$ cat src/rtl/icache_refill_ctrl.sv
// icache_refill_ctrl: issues one 4-beat line read per cache miss, steers beats into the return buffer, flags burst protocol errors
module icache_refill_ctrl #(
  parameter int ADDR_W = 32,
  parameter int BEATS  = 4
) (
  input  logic              clk,
  input  logic              rstn,
  input  logic              miss_req,
  input  logic [ADDR_W-1:0] miss_addr,
  output logic              miss_ready,
  input  logic              cancel,
  output logic              o_arvalid,
  output logic [ADDR_W-1:0] o_araddr,
  output logic [7:0]        o_arlen,
  input  logic              i_arready,
  input  logic              i_rvalid,
  input  logic              i_rlast,
  output logic              o_rready,
  output logic              buf_shift,
  output logic [1:0]        buf_offset,
  output logic              refill_we,
  output logic              refill_done,
  output logic              refill_err
);
  typedef enum logic [2:0] {IDLE, ADDR, DATA, WRITE, DRAIN} state_t;
  state_t     state;
  logic [1:0] cnt;
  logic       bad;
  logic       beat;
  logic       beat_err;
  assign miss_ready  = state == IDLE;
  assign o_arvalid   = state == ADDR;
  assign o_rready    = state == DATA || state == DRAIN;
  assign refill_we   = state == WRITE;
  assign refill_done = state == WRITE;
  assign o_arlen     = 8'(BEATS - 1);
  assign beat        = i_rvalid & o_rready;
  assign buf_shift   = beat & (state == DATA) & ~cancel;
  assign beat_err    = beat & (i_rlast ^ (cnt == 2'(BEATS - 1)));
  // Refill sequencing; bad remembers a malformed burst so its WRITE is suppressed
  always_ff @(posedge clk or negedge rstn) begin
    if (!rstn) begin
      state      <= IDLE;
      cnt        <= 2'd0;
      bad        <= 1'b0;
      o_araddr   <= '0;
      buf_offset <= 2'd0;
      refill_err <= 1'b0;
    end else begin
      if (beat_err) refill_err <= 1'b1;
      if (beat) cnt <= cnt + 2'd1;
      case (state)
        IDLE: if (miss_req && !cancel) begin
          state      <= ADDR;
          o_araddr   <= {miss_addr[ADDR_W-1:4], 4'b0};
          buf_offset <= miss_addr[3:2];
          bad        <= 1'b0;
        end
        ADDR: if (i_arready) begin
          state <= cancel ? DRAIN : DATA;
          cnt   <= 2'd0;
        end else if (cancel) state <= IDLE;
        DATA: begin
          if (beat_err) bad <= 1'b1;
          if (beat && i_rlast) state <= (cancel || bad || beat_err) ? IDLE : WRITE;
          else if (cancel) state <= DRAIN;
        end
        WRITE: state <= IDLE;
        DRAIN: if (beat && i_rlast) state <= IDLE;
        default: state <= IDLE;
      endcase
    end
  end
endmodule

$ cat config.mk
export PLATFORM = sky130hd
export DESIGN_NAME = icache_refill_ctrl
export DESIGN_NICKNAME = d
export VERILOG_FILES = /design/src/rtl/icache_refill_ctrl.sv
export SDC_FILE = /design/constraint.sdc
export NUM_CORES = 1
export LEC_CHECK = 0
export ABC_AREA = 1
export BUFFER_PORTS_ARGS = -buffer_cell sky130_fd_sc_hd__buf_4
export CORE_MARGIN = 2
export CORE_UTILIZATION = 48
export DETAILED_ROUTE_END_ITERATION = 12
export PLACE_DENSITY = 0.87
export REMOVE_ABC_BUFFERS = 1
export SYNTH_ARGS = -nofsm -noshare
export SYNTH_HDL_FRONTEND = slang
export SYNTH_SLANG_ARGS = --single-unit
$ cat constraint.sdc
create_clock -name clk -period 2.6 [get_ports clk]
set_input_delay 0.26 -clock clk [delete_from_list [all_inputs] [get_ports clk]]
set_output_delay 0.26 -clock clk [all_outputs]
set_load 0.03 [all_outputs]
==> impl_metrics.json <==
{
  "die_w_um": 63.7,
  "io_pins": 88,
  "synth.top_cell.area_share": 0.541,
  "nFillCells": 292,
  "yosysTopAreaCell": "dfrtp_1",
  "cts_tree": "yes",
  "synth_xor_area_frac": 0.00511,
  "clockBufferDepth": 2,
  "ir_drop_uv": 855,
  "muxShareOfSynthArea": 0,
  "whs_ps": 110,
  "internal_power_mw": 1.73,
  "worst-path-max-fanout": 7,
  "drt_wl_total_um": 3610,
  "skew_ps": 5.98,
  "required_ps": 2340,
  "clk_pin_slew_ps": 110,
  "synth_top_family_by_area": "simple AND/OR/NAND/NOR gates",
  "cp_top_family": "flip-flops",
  "critPathMaxStageDelay_ps": 500,
  "drive_gt1_frac": 0.321,
  "synthArstFlopShare": 1.00,
  "slew_viol_final": 0,
  "syn_to_final_growth_pct": 36.7,
  "hpwlAfterDp_um": 2790,
  "root_buffer": "clkbuf_4",
  "seq_area_um2": 926,
  "synth-adder-area-share": 0.00730,
  "cts_resized": 0,
  "worst-path-buf-inv": 1,
  "status": "complete, no violations",
  "synth-simple-area-share": 0.313,
  "num-nets-final": 326,
  "grt_pass1_wl_um": 6200,
  "arrival_ps": 1430,
  "grt_max_degree": 38,
  "p_per_area_nw_per_um2": 1340,
  "track_usage": 0.195,
  "start_util": 0.505,
  "multiInputGateArea_um2": 637,
  "hp-start": "miss_addr[28]",
  "rsz0062_at_grt": "false",
  "vias": 1510,
  "setup_viol": 0,
  "gp_congestion": 0.849,
  "cts.sink_count": 37,
  "min_to": "o_araddr[28]$_DFFE_PN0P_",
  "fp.dieH_um": 63.7,
  "combPwrFrac": 0.519,
  "gr-total-overflow": 0,
  "end_kind": "primary output",
  "critPathMostFrequentCell": "nor2_1",
  "postCtsSetupBuffers": 0,
  "power_frac_seq": 0.328,
  "drt-initial-drc-count": 58,
  "setup.worst_path.start_class": "flip-flop",
  "hold_path_depth": 3,
  "h-tree-depth": 2,
  "hold_class": "in2reg",
  "ys_warn_count": 0,
  "crit_start": "state[2]$_DFFE_PN0P_",
  "synth_commonest_cells": "nand2_1, dfrtp_1, buf_4",
  "io_buffers": 73,
  "ys_seq_area_frac": 0.541,
  "critPathSlowestCell": "dfrtp_1",
  "max_cap_viol_count": 0,
  "path_cells": "nor2_1 > nand3_1 > nor2_1 > buf_4",
  "drt-pass1-iter-count": 4,
  "criticalPathCategory": "reg2out",
  "total_power_mw": 3.13,
  "ys_ff_latch": 37,
  "antenna_found_initial": 0,
  "dieArea_um2": 4060,
  "rows": 21,
  "p_clk_frac": 0.153,
  "fmax_mhz": 593,
  "ys_types": 22,
  "rr_endpoint": "o_araddr[17]$_DFFE_PN0P_",
  "postCtsHoldBufs": 1,
  "clk_latency_ps": 330,
  "swShare": 0.448,
  "synth_ff_type": "dfrtp_1",
  "reg2reg_slack_ps": 1090,
  "synth.most_common_cell": "nand2_1",
  "period_share": 0.648,
  "worstReg2RegStart": "state[1]$_DFFE_PN0P_",
  "coreArea_um2": 3390,
  "synth_compound_area_frac": 0.0205,
  "ant_nets": 0,
  "setup-tns-final_ps": 0,
  "grt_pass1_vias": 1460,
  "remaining_drc_errors": 0,
  "synth_edf_count": 0,
  "synth_area_um2": 1710,
  "min_period_ps": 1690,
  "yosys-top-cells-area": "dfrtp_1, nand2_1, buf_4, inv_1, nand3_1",
  "reg2reg_depth": 7,
  "switchingPower_mw": 1.40,
  "syn_inst": 213,
  "via_per_inst": 4.53,
  "wire_per_inst_um": 10.8,
  "p_leak_nw": 1.36,
  "numCtsBuffers": 5,
  "n_antenna_cell": 0,
  "avgSynthCellArea_um2": 8.04,
  "hold_violations": 0
}
-- placed cells by master, fill, tap and decap left out, drive strengths merged --
cell	instances
clkinv	1
dfrtp	37
o21ai	4
a21boi	1
nor3	2
ha	1
dlygate4sd3	1
bufinv	2
nand2	113
buf	74
xnor2	1
inv	14
clkbuf	5
nand3	7
conb	12
o211ai	1
nor2	10
or2	1
-- layout make-up --
cell class,count,area share
sequential,37,0.396
multi-input combinational,153,0.272
timing repair buffer,75,0.242
clock inverter,3,0.0278
tap,46,0.0246
inverter,14,0.0224
clock buffer,5,0.0160
-- cells by family (layout without fill, tap and decap cells) --
family          Yosys count  in the layout
other cells               2             12
compound gates            6              6
flops                    37             37
buf+inv                  33             97
simple gates            133            133
fa+ha+maj                 1              1
xor+xnor                  1              1
-- how the worst max path moves through the flow --
stage	end	cells past startpoint
floorplan	refill_done	1
global placement	bad$_DFFE_PN0P_	6
detailed placement	o_araddr[17]$_DFFE_PN0P_	7
CTS	buf_shift	4
global route	buf_shift	4
finish	buf_shift	4
-- sequential cells by signal, summed over array words and instances (netlist names) --
register,cells
bad,1
state,3
buf_offset,2
refill_err,1
o_araddr,28
cnt,2
-- through the flow --
| stage | worst slack (ps) | cells | cell area (um^2) | util |
|---|---|---|---|---|
| detailed placement | 1090 | 324 | 2230 | 0.657 |
| global placement | 1160 | 324 | 2230 | 0.657 |
| global route | 790 | 333 | 2340 | 0.691 |
| CTS | 907 | 333 | 2340 | 0.691 |
| floorplan | 566 | 204 | 1620 | - |
| finish | 914 | 333 | 2340 | 0.691 |
-- power groups by stage --
stage	clock network [mW]	logic, mW	registers [mW]
3_3_place_gp	0	1.60	1.02
2_1_floorplan	0	0.534	1.51
4_1_cts	0.495	1.65	1.03
3_5_place_dp	0	1.65	1.03
6_report	0.480	1.63	1.03
5_1_grt	0.528	1.75	1.06
-- worst min-delay path, stage by stage --
cell	delay, ps
buf_4	80
nand2_1	40
nand2_1	40
-- routing by layer --
metal	track usage	share of wire	vias up	wire length [um]
met5	0	0	-	0
met4	0.101	0.012	0	42
met3	0.0511	0.052	6	189
met2	0.337	0.54	46	1960
met1	0.220	0.39	699	1420
li1	-	-	759	-
No activity file was read; power rests on OpenSTA's default activity.
